===== src/rtl/buzzer_note_scheduler_pkg.sv =====
// Shared definitions for the buzzer note scheduler: FSM states, the 32-bit
// note event layout and clock-derived timing defaults.
package buzzer_note_scheduler_pkg;

    localparam int CLK_FRE       = 50_000_000;
    localparam int TICK_DIV_DFLT = CLK_FRE / 1000;

    // Field positions inside a packed note event word
    localparam int NOTE_MSB = 31;
    localparam int NOTE_LSB = 24;
    localparam int VELO_MSB = 23;
    localparam int VELO_LSB = 16;
    localparam int TIME_MSB = 15;
    localparam int TIME_LSB = 0;

    typedef enum logic [1:0] {
        ST_IDLE = 2'd0,
        ST_PLAY = 2'd1,
        ST_GAP  = 2'd2
    } buzz_state_e;

    typedef struct packed {
        logic [7:0]  note;
        logic [7:0]  velo;
        logic [15:0] dur;
    } note_evt_t;

    function automatic logic note_is_sound(input logic [7:0] note);
        return (note != 8'd0);
    endfunction

endpackage


===== src/rtl/ms_tick_gen.sv =====
// Millisecond tick divider: one-cycle tick every TICK_DIV clocks, with a
// synchronous restart so a new interval can be aligned to an event.
module ms_tick_gen
    import buzzer_note_scheduler_pkg::*;
#(
    parameter int TICK_DIV = TICK_DIV_DFLT
) (
    input  logic clk,
    input  logic rstn,
    input  logic i_restart,
    output logic o_tick
);

    localparam int CW = (TICK_DIV > 1) ? $clog2(TICK_DIV) : 1;

    logic [CW-1:0] r_cnt;

    assign o_tick = (r_cnt == CW'(TICK_DIV - 1));

    // Divider count, cleared on restart or on reaching the terminal value
    always_ff @(posedge clk or negedge rstn) begin
        if (!rstn) begin
            r_cnt <= '0;
        end else if (i_restart || o_tick) begin
            r_cnt <= '0;
        end else begin
            r_cnt <= r_cnt + CW'(1);
        end
    end

endmodule


===== src/rtl/buzzer_note_scheduler.sv =====
// Fixed-priority scheduler feeding timed notes from NUM_REQ sources to one
// tone generator. Define BUZZ_PREEMPT_EN to let a lower index cut a note short.
module buzzer_note_scheduler
    import buzzer_note_scheduler_pkg::*;
#(
    parameter int NUM_REQ  = 2,
    parameter int TICK_DIV = TICK_DIV_DFLT,
    parameter int GAP_MS   = 0,
    parameter int OWNER_W  = 3
) (
    input  logic                  clk,
    input  logic                  rstn,
    input  logic                  i_en,
    input  logic [NUM_REQ-1:0]    i_req_valid,
    output logic [NUM_REQ-1:0]    o_req_ready,
    input  logic [8*NUM_REQ-1:0]  i_req_note,
    input  logic [8*NUM_REQ-1:0]  i_req_velo,
    input  logic [16*NUM_REQ-1:0] i_req_time,
    output logic [7:0]            o_note_out,
    output logic [7:0]            o_velo_out,
    output logic                  o_note_active,
    output logic                  o_busy,
    output logic [OWNER_W-1:0]    o_owner,
    output logic [NUM_REQ-1:0]    o_done,
    output logic [NUM_REQ-1:0]    o_aborted
);

    buzz_state_e         r_state;
    buzz_state_e         w_next_state;
    logic [OWNER_W-1:0]  r_owner;
    logic [OWNER_W-1:0]  w_grant_idx;
    logic                w_any_valid;
    logic [31:0]         w_sel_bits;
    note_evt_t           w_sel_evt;
    logic                w_accept;
    logic                w_tick;
    logic                w_restart;
    logic                w_ms_last;
    logic                w_play_done;
    logic                w_abort_play;
    logic                w_zero_done;
    logic                w_preempt;
    logic [15:0]         r_ms;
    logic [7:0]          r_note_out;
    logic [7:0]          r_velo_out;
    logic                r_note_active;
    logic [NUM_REQ-1:0]  r_done;
    logic [NUM_REQ-1:0]  r_aborted;

    function automatic logic [NUM_REQ-1:0] idx_onehot(input logic [OWNER_W-1:0] idx);
        logic [NUM_REQ-1:0] v;
        v = '0;
        for (int i = 0; i < NUM_REQ; i++) begin
            v[i] = (idx == OWNER_W'(i));
        end
        return v;
    endfunction

    // Priority encoder: scanning downwards leaves the lowest valid index selected
    always_comb begin
        w_any_valid = 1'b0;
        w_grant_idx = '0;
        w_sel_bits  = '0;
        for (int i = NUM_REQ - 1; i >= 0; i--) begin
            w_any_valid = w_any_valid | i_req_valid[i];
            w_grant_idx = i_req_valid[i] ? OWNER_W'(i) : w_grant_idx;
            w_sel_bits  = i_req_valid[i] ?
                          {i_req_note[8*i +: 8], i_req_velo[8*i +: 8], i_req_time[16*i +: 16]} :
                          w_sel_bits;
        end
    end

    assign w_sel_evt   = note_evt_t'(w_sel_bits);
    assign w_accept    = (r_state == ST_IDLE) && i_en && w_any_valid;
    assign o_req_ready = w_accept ? idx_onehot(w_grant_idx) : '0;

`ifdef BUZZ_PREEMPT_EN
    logic w_hi_valid;

    // Any pending request that outranks the requester currently being served
    always_comb begin
        w_hi_valid = 1'b0;
        for (int i = 0; i < NUM_REQ; i++) begin
            w_hi_valid = w_hi_valid | (i_req_valid[i] && (OWNER_W'(i) < r_owner));
        end
    end

    assign w_preempt = i_en && (r_state != ST_IDLE) && w_hi_valid;
`else
    assign w_preempt = 1'b0;
`endif

    ms_tick_gen #(
        .TICK_DIV (TICK_DIV)
    ) u_ms_tick (
        .clk       (clk),
        .rstn      (rstn),
        .i_restart (w_restart),
        .o_tick    (w_tick)
    );

    assign w_ms_last    = w_tick && (r_ms == 16'd1);
    assign w_play_done  = (r_state == ST_PLAY) && i_en && !w_preempt && w_ms_last;
    assign w_abort_play = (r_state == ST_PLAY) && (!i_en || w_preempt);
    assign w_zero_done  = w_accept && (w_sel_evt.dur == 16'd0);
    assign w_restart    = w_accept || w_play_done;

    // Next-state logic
    always_comb begin
        w_next_state = r_state;
        case (r_state)
            ST_IDLE: begin
                if (w_accept && (w_sel_evt.dur != 16'd0)) begin
                    w_next_state = ST_PLAY;
                end else begin
                    w_next_state = ST_IDLE;
                end
            end
            ST_PLAY: begin
                if (w_abort_play) begin
                    w_next_state = ST_IDLE;
                end else if (w_play_done) begin
                    w_next_state = (GAP_MS > 0) ? ST_GAP : ST_IDLE;
                end else begin
                    w_next_state = ST_PLAY;
                end
            end
            ST_GAP: begin
                if (!i_en || w_preempt || w_ms_last) begin
                    w_next_state = ST_IDLE;
                end else begin
                    w_next_state = ST_GAP;
                end
            end
            default: begin
                w_next_state = ST_IDLE;
            end
        endcase
    end

    // State, owner and remaining-millisecond registers
    always_ff @(posedge clk or negedge rstn) begin
        if (!rstn) begin
            r_state <= ST_IDLE;
            r_owner <= '0;
            r_ms    <= 16'd0;
        end else begin
            r_state <= w_next_state;
            if (w_accept) begin
                r_owner <= w_grant_idx;
                r_ms    <= w_sel_evt.dur;
            end else if (w_play_done) begin
                r_ms    <= 16'(GAP_MS);
            end else if (w_tick && (r_state != ST_IDLE)) begin
                r_ms    <= r_ms - 16'd1;
            end
        end
    end

    // Tone outputs are loaded on accept and held only while the next state is PLAY
    always_ff @(posedge clk or negedge rstn) begin
        if (!rstn) begin
            r_note_out    <= 8'd0;
            r_velo_out    <= 8'd0;
            r_note_active <= 1'b0;
            r_done        <= '0;
            r_aborted     <= '0;
        end else begin
            if (w_accept && (w_sel_evt.dur != 16'd0)) begin
                r_note_out    <= w_sel_evt.note;
                r_velo_out    <= w_sel_evt.velo;
                r_note_active <= note_is_sound(w_sel_evt.note);
            end else if (w_next_state != ST_PLAY) begin
                r_note_out    <= 8'd0;
                r_velo_out    <= 8'd0;
                r_note_active <= 1'b0;
            end
            r_done    <= (w_play_done ? idx_onehot(r_owner) : '0) |
                         (w_zero_done ? idx_onehot(w_grant_idx) : '0);
            r_aborted <= w_abort_play ? idx_onehot(r_owner) : '0;
        end
    end

    assign o_note_out    = r_note_out;
    assign o_velo_out    = r_velo_out;
    assign o_note_active = r_note_active;
    assign o_busy        = (r_state != ST_IDLE);
    assign o_owner       = r_owner;
    assign o_done        = r_done;
    assign o_aborted     = r_aborted;

endmodule

===== config.mk =====
export PLATFORM = sky130hd
export DESIGN_NAME = buzzer_note_scheduler
export DESIGN_NICKNAME = d
export VERILOG_FILES = /design/src/rtl/buzzer_note_scheduler_pkg.sv /design/src/rtl/ms_tick_gen.sv /design/src/rtl/buzzer_note_scheduler.sv
export SDC_FILE = /design/constraint.sdc
export NUM_CORES = 1
export LEC_CHECK = 0
export CORE_MARGIN = 1
export CORE_UTILIZATION = 60
export DETAILED_ROUTE_END_ITERATION = 7
export DONT_BUFFER_PORTS = 1
export GPL_ROUTABILITY_DRIVEN = 1
export PLACE_DENSITY = 0.86
export SETUP_SLACK_MARGIN = 0.02
export SYNTH_ARGS = -nofsm -noshare
export SYNTH_HDL_FRONTEND = slang
export SYNTH_SLANG_ARGS = --single-unit

===== constraint.sdc =====
create_clock -name clk -period 2.5 [get_ports clk]
set_clock_uncertainty 0.15 [all_clocks]
set_input_delay 0.25 -clock clk [delete_from_list [all_inputs] [get_ports clk]]
set_output_delay 0.25 -clock clk [all_outputs]
set_load 0.1 [all_outputs]

# Yosys cells after proc, flatten, opt, wreduce, memory -nomap -nowiden

Index checks and enable logic that the tools add are counted.

$add $sub $neg: 2
Multipliers: 0
Divide/modulo/power cells: 0
$lt $le $gt $ge: 0
Equal/unequal tests: 7
Shift operators: 0
Muxes and demuxes: 22
Bitwise operators: 2
Reductions and logical operators: 22

Operators with widths:

| cell                    | count |
|---|---|
| $mux W16                | 4 |
| $mux W32                | 2 |
| $mux W8                 | 3 |
| $add A16 B1 Y16 const B | 1 |
| $eq A16 B1 Y1 const B   | 1 |
| $eq A16 B16 Y1 const B  | 1 |
| $logic_not A16 Y1       | 1 |
| $reduce_bool A16 Y1     | 1 |
| $sub A16 B1 Y16 const B | 1 |
| $mux W2                 | 5 |
| $logic_and A1 B1 Y1     | 9 |
| $reduce_bool A8 Y1      | 1 |
| $mux W1                 | 7 |
| $logic_not A3 Y1        | 2 |
| $pmux W2 S3             | 1 |
| $reduce_bool A2 Y1      | 2 |
| $eq A3 B1 Y1 const B    | 1 |
| $logic_or A1 B1 Y1      | 3 |
| $reduce_bool A3 Y1      | 1 |
| $eq A2 B1 Y1 const B    | 1 |
| $eq A2 B2 Y1 const B    | 1 |
| $logic_not A2 Y1        | 1 |
| $ne A2 B1 Y1 const B    | 1 |
| $or A2 B2 Y2            | 1 |
| 3 further kinds         | 3 |

Bits in registers: 58
Latch bits: 0
Memory bits (writable): 0
ROM bits: 0
Input port bits: 69
Output and inout bits: 27
Word-level logic and storage cells: 64
Memories kept: 0

# Longest topological paths before layout

Depth in word-level cells: 9
Depth in mapped cells: 8
Gate-level depth less buffers: 7

# Hierarchy

Synthesis repeated with hierarchy kept, for this count alone.

Cells, all modules: 302
Area total of the unflattened synthesis: 3070.4 um^2

By module, submodules not included:

| module                | instances | cells each | area an instance (um^2) | seq. area each (um^2) |
|---|---|---|---|---|
| buzzer_note_scheduler | 1         | 222        | 2270.9                  | 1001.0 |
| ms_tick_gen           | 1         | 80         | 799.5                   | 400.4 |

# Worst setup path before layout

OpenSTA, ideal clock, no wires.

Path type: flip-flop to flip-flop
From: register r_state[1]
To: register r_ms[13]
Library setup time: 0.138 ns
Data arrival time: 2.040 ns
Data required time: 2.212 ns
Slack: 0.172 ns
Stages on the path, launching flop included: 8
Buffers on the path: 1
Period minus slack after synthesis: 2.328 ns
Path through: dfrtp_1 clkbuf_1 nor2_1 inv_1 nand2_1 nor4_1 xnor2_1 o22ai_1

Elaborated cells between the ends (all ways): 11
Classes of those cells: eq/ne (1); mux (2); reduce/logical (8)

RTL lines:

| item                         | line                         | text |
|---|---|---|
| start: declaration           | buzzer_note_scheduler.sv:28  | `buzz_state_e r_state;` |
| start signal: assignment     | buzzer_note_scheduler.sv:148 | `r_state <= w_next_state;` |
| $reduce_bool A2 Y1           | n/a                          |  |
| named net o_busy             | buzzer_note_scheduler.sv:22  | `output logic o_busy,` |
| $logic_and A1 B1 Y1          | buzzer_note_scheduler.sv:154 | `end else if (w_tick && (r_state != ST_IDLE)) begin` |
| $reduce_bool A3 Y1 (no line) | n/a                          |  |
| end signal: assignment       | buzzer_note_scheduler.sv:151 | `r_ms <= w_sel_evt.dur;` |
| end signal: assignment       | buzzer_note_scheduler.sv:153 | `r_ms <= 16'(GAP_MS);` |
| end signal: assignment       | buzzer_note_scheduler.sv:155 | `r_ms <= r_ms - 16'd1;` |
| end: declaration             | buzzer_note_scheduler.sv:43  | `logic [15:0] r_ms;` |

The timed path passes the listed nets, and every way through them passes these cells.
A chain may end at the register's enable or synchronous reset.

# Worst setup path in the final report

From: register r_ms[0]
To: register r_ms[10]

Cells in the longest elaborated chain, start to end: 5
Elaborated cells between the ends (all ways): 8
Classes of those cells: add/sub (1); eq/ne (1); mux (3); reduce/logical (3)

Ends and longest elaborated chain:

| item |
|---|
| parallel branches: the longest is 5 deep, another holds $sub A16 B1 Y16 |

Several ways; the timed one is not identified. The select of a mux whose other input is x is not followed.

==> qor.yml <==
sta:
  fin_crit_ps: 2350
  hold_viol: 0
  clock.fmax_mhz: 426
  tns_ps: 0
  post-route-period-util_pct: 93.9
  slew_headroom_pct: 37.0
  finalMaxSlewViolations: 0
  setup_viol: 0
  rsz0062_at_grt: "no"
  max_slew.worst_pin.slew_ps: 921
routing:
  drtAntennaViolNets: 0
  firstDrtPassIters: 5
  avgRoutedWirePerCell_um: 22.2
  num_vias: 2821
  drc_errors: 0
  first_iter_violations: 351
  via_per_inst: 7.03
  postRouteWirelength_um: 8910
floorplan:
  die_w_um: 73.2
  chipHeight_um: 73.2
  ioPinCount: 96
  die-area_um2: 5350
  core_um2: 4790
  std_cell_rows: 25
  start_util_pct: 63.5
yosys:
  synthTopCellsByCount: "dfrtp_1, a22oi_1, nor2_1"
  synthDistinctLibCells: 48
  synth_ff_type: "dfrtp_1"
  synthCells: 305
  yosysTopAreaCellShare_pct: 46.1
  yosysMostFrequentCell: "dfrtp_1"
  yosysWarnings: 0
  syn_area_per_cell_um2: 9.96
  ys_async_sr_fraction_pct: 100
  synth_edf_count: 0
  yosysSeqAreaShare_pct: 46.1
  yosys.area.top_type: "dfrtp_1"
  synthTopCellsByArea: "dfrtp_1, a22oi_1, xnor2_1, o2bb2ai_1, nor2_1"
  synth_seq_cells: 56
  syn_area_um2: 3040
finish:
  final_nets: 405
  diodes: 0
  area_delta_synth_final_pct: 17.0
  regArea_um2: 1400
  drive_gt1_share_pct: 9.58
  multi_input_area_um2: 1560
  utilization_pct: 74.2
  stdcell_count: 401
  n_fill_cell: 310
min_path:
  min_path_type: "in -> reg"
  hold_depth: 2
critical_path:
  cp.arrival_ps: 2420
  endpoint_kind: "register"
  cp_slowest_cell: "dfrtp_1"
  cp_max_fo: 4
  cpPeakStageDelay_ps: 430
  startpoint_type: "register"
  crit_buf_inv: 1
  crit_family: "simple AND/OR/NAND/NOR gates"
  cp.required_ps: 2570
  path_class: "reg -> reg"
  worstPathCellList: "inv_1, ha_1, or3b_4, or3_1, nor3_2, xnor2_1, a211oi_1"
  reg2reg_depth: 7
  cp.depth: 7
global_route:
  grt_max_degree: 57
  grt_pass1_wl_um: 13900
  grt_antenna_before_repair: 0
  grt_pass1_vias: 2776
  grt_usage_pct: 35.5
  overflow: 0
cts:
  post_cts_buffers: 0
  root_buffer: "clkbuf_8"
  path_clk_slew_ps: 100
  clkSinkCount: 56
  h-tree-depth: 2
  worstSkewPairLatency_ps: 320
  cts_tree: "yes"
  cts_buffers: 5
  clockBufferDepth: 2
power:
  p_leak_nw: 1.39
  p_seq_share_pct: 51.6
  cellPowerDensity_nw_per_um2: 700
  switchingPower_mw: 0.939
  ir_worst_vdd_mv: 0.583
  swShare_pct: 37.8
  power_frac_clock_pct: 24.8
  p_int_mw: 1.55
  combPwrFrac_pct: 23.7
placement:
  io_buffers: 0
  gp_congestion: 0.861
  dp.cells: 366
  dpl.hpwl_um: 5200
run_status:
  status: "complete, no violations"
flow_run:
  maxCapViolations: 0
-- area by class of cell --
type / count / share of cell area, %
Timing Repair Buffer: 39 / 10.6
Clock buffer: 6 / 2.04
Inverter: 6 / 0.634
Sequential cell: 56 / 39.4
Multi-Input combinational cell: 225 / 43.8
Tap cell: 67 / 2.36
Clock inverter: 2 / 1.09
-- cells by family after synthesis --
| kind of cell | after synthesis | synth area share (%) |
|---|---|---|
| AO/OA/AOI/OAI | 78 | 19.8 |
| XOR/XNOR | 27 | 7.78 |
| adder cells (fa/ha/maj) | 3 | 1.24 |
| buffers and inverters | 25 | 3.54 |
| flip-flops | 56 | 46.1 |
| multiplexers | 1 | 0.330 |
| other | 1 | 0.123 |
| AND/OR/NAND/NOR | 114 | 21.1 |
-- layout by cell type (no fill, tap or decap), types with 2 or more instances in the layout --
cell,n
dfrtp_1,56
dlygate4sd3_1,26
a22oi_1,25
nor2_1,23
xnor2_1,19
o2bb2ai_1,18
nor4_1,15
nand3_1,13
nand2_1,13
buf_4,12
nor3_1,10
o22ai_1,9
xor2_1,8
inv_1,6
and3_1,5
a221oi_1,5
clkbuf_8,5
nor4b_1,4
nand4_1,4
nor3_2,4
o21ai_0,4
nor3b_1,4
a211oi_1,4
or3_1,3
a21oi_1,3
ha_1,3
nand3b_1,2
nand2b_1,2
a221o_1,2
nor2_2,2
conb_1,2
-- path summary, 6_finish.rpt --
| path | startpoint | end | slack [ps] |
|---|---|---|---|
| worst max-delay path | r_ms[0] | r_ms[10] | 150 |
| worst min register to register | u_ms_tick.r_cnt[0] | u_ms_tick.r_cnt[0] | 320 |
| worst min-delay path | i_req_velo[3] | o_velo_out[3] | 2 |
| min in group asynchronous | rstn | u_ms_tick.r_cnt[9] | 300 |
| worst max register to register | r_ms[0] | r_ms[10] | 150 |
| max in group asynchronous | rstn | r_ms[0] | 1640 |
-- what timing repair did --
item | in CTS | in global routing
hold buffers | 27 | 0
endpoints found under the hold margin | 76 | 0
resized for setup | 0 | 5
setup endpoints to repair | 0 | 25
-- flip-flops by register name, summed over array words and instances (netlist names) --
| signal | cells |
|---|---|
| r_ms | 16 |
| u_ms_tick.r_cnt | 16 |
| o_note_out | 8 |
| o_velo_out | 8 |
| o_aborted | 2 |
| o_done | 2 |
| r_state | 2 |
| o_note_active | 1 |
| o_owner | 1 |
-- per-stage QoR --
step | power (mW) | hold WS, ps | cell area (um2) | setup slack [ps]
floorplan | 1.67 | -196 | 3040 | 172
global placement | 1.77 | -194 | 3130 | 292
detailed placement | 1.78 | -194 | 3130 | 159
CTS | 2.45 | 0.184 | 3530 | 137
global route | 2.59 | 19.9 | 3550 | 39.9
finish | 2.49 | 2.17 | 3550 | 153
-- layer usage --
| layer | track usage (%) | vias to the layer above | wire length, um |
|---|---|---|---|
| met5 | 0 | - | 0 |
| met4 | 21.8 | 0 | 459 |
| met3 | 10.9 | 46 | 882 |
| met2 | 56.1 | 229 | 4370 |
| met1 | 42.5 | 1335 | 3200 |
| li1 | - | 1211 | - |
-- power by group through the flow --
stage	Combinational [mW]	Clock [mW]	Sequential [mW]
after floorplan	0.362	0	1.31
after global placement	0.481	0	1.28
after detailed placement	0.492	0	1.29
after CTS	0.556	0.616	1.27
after global routing	0.631	0.663	1.30
final	0.588	0.616	1.28
Power figures use the tool's default switching activity.
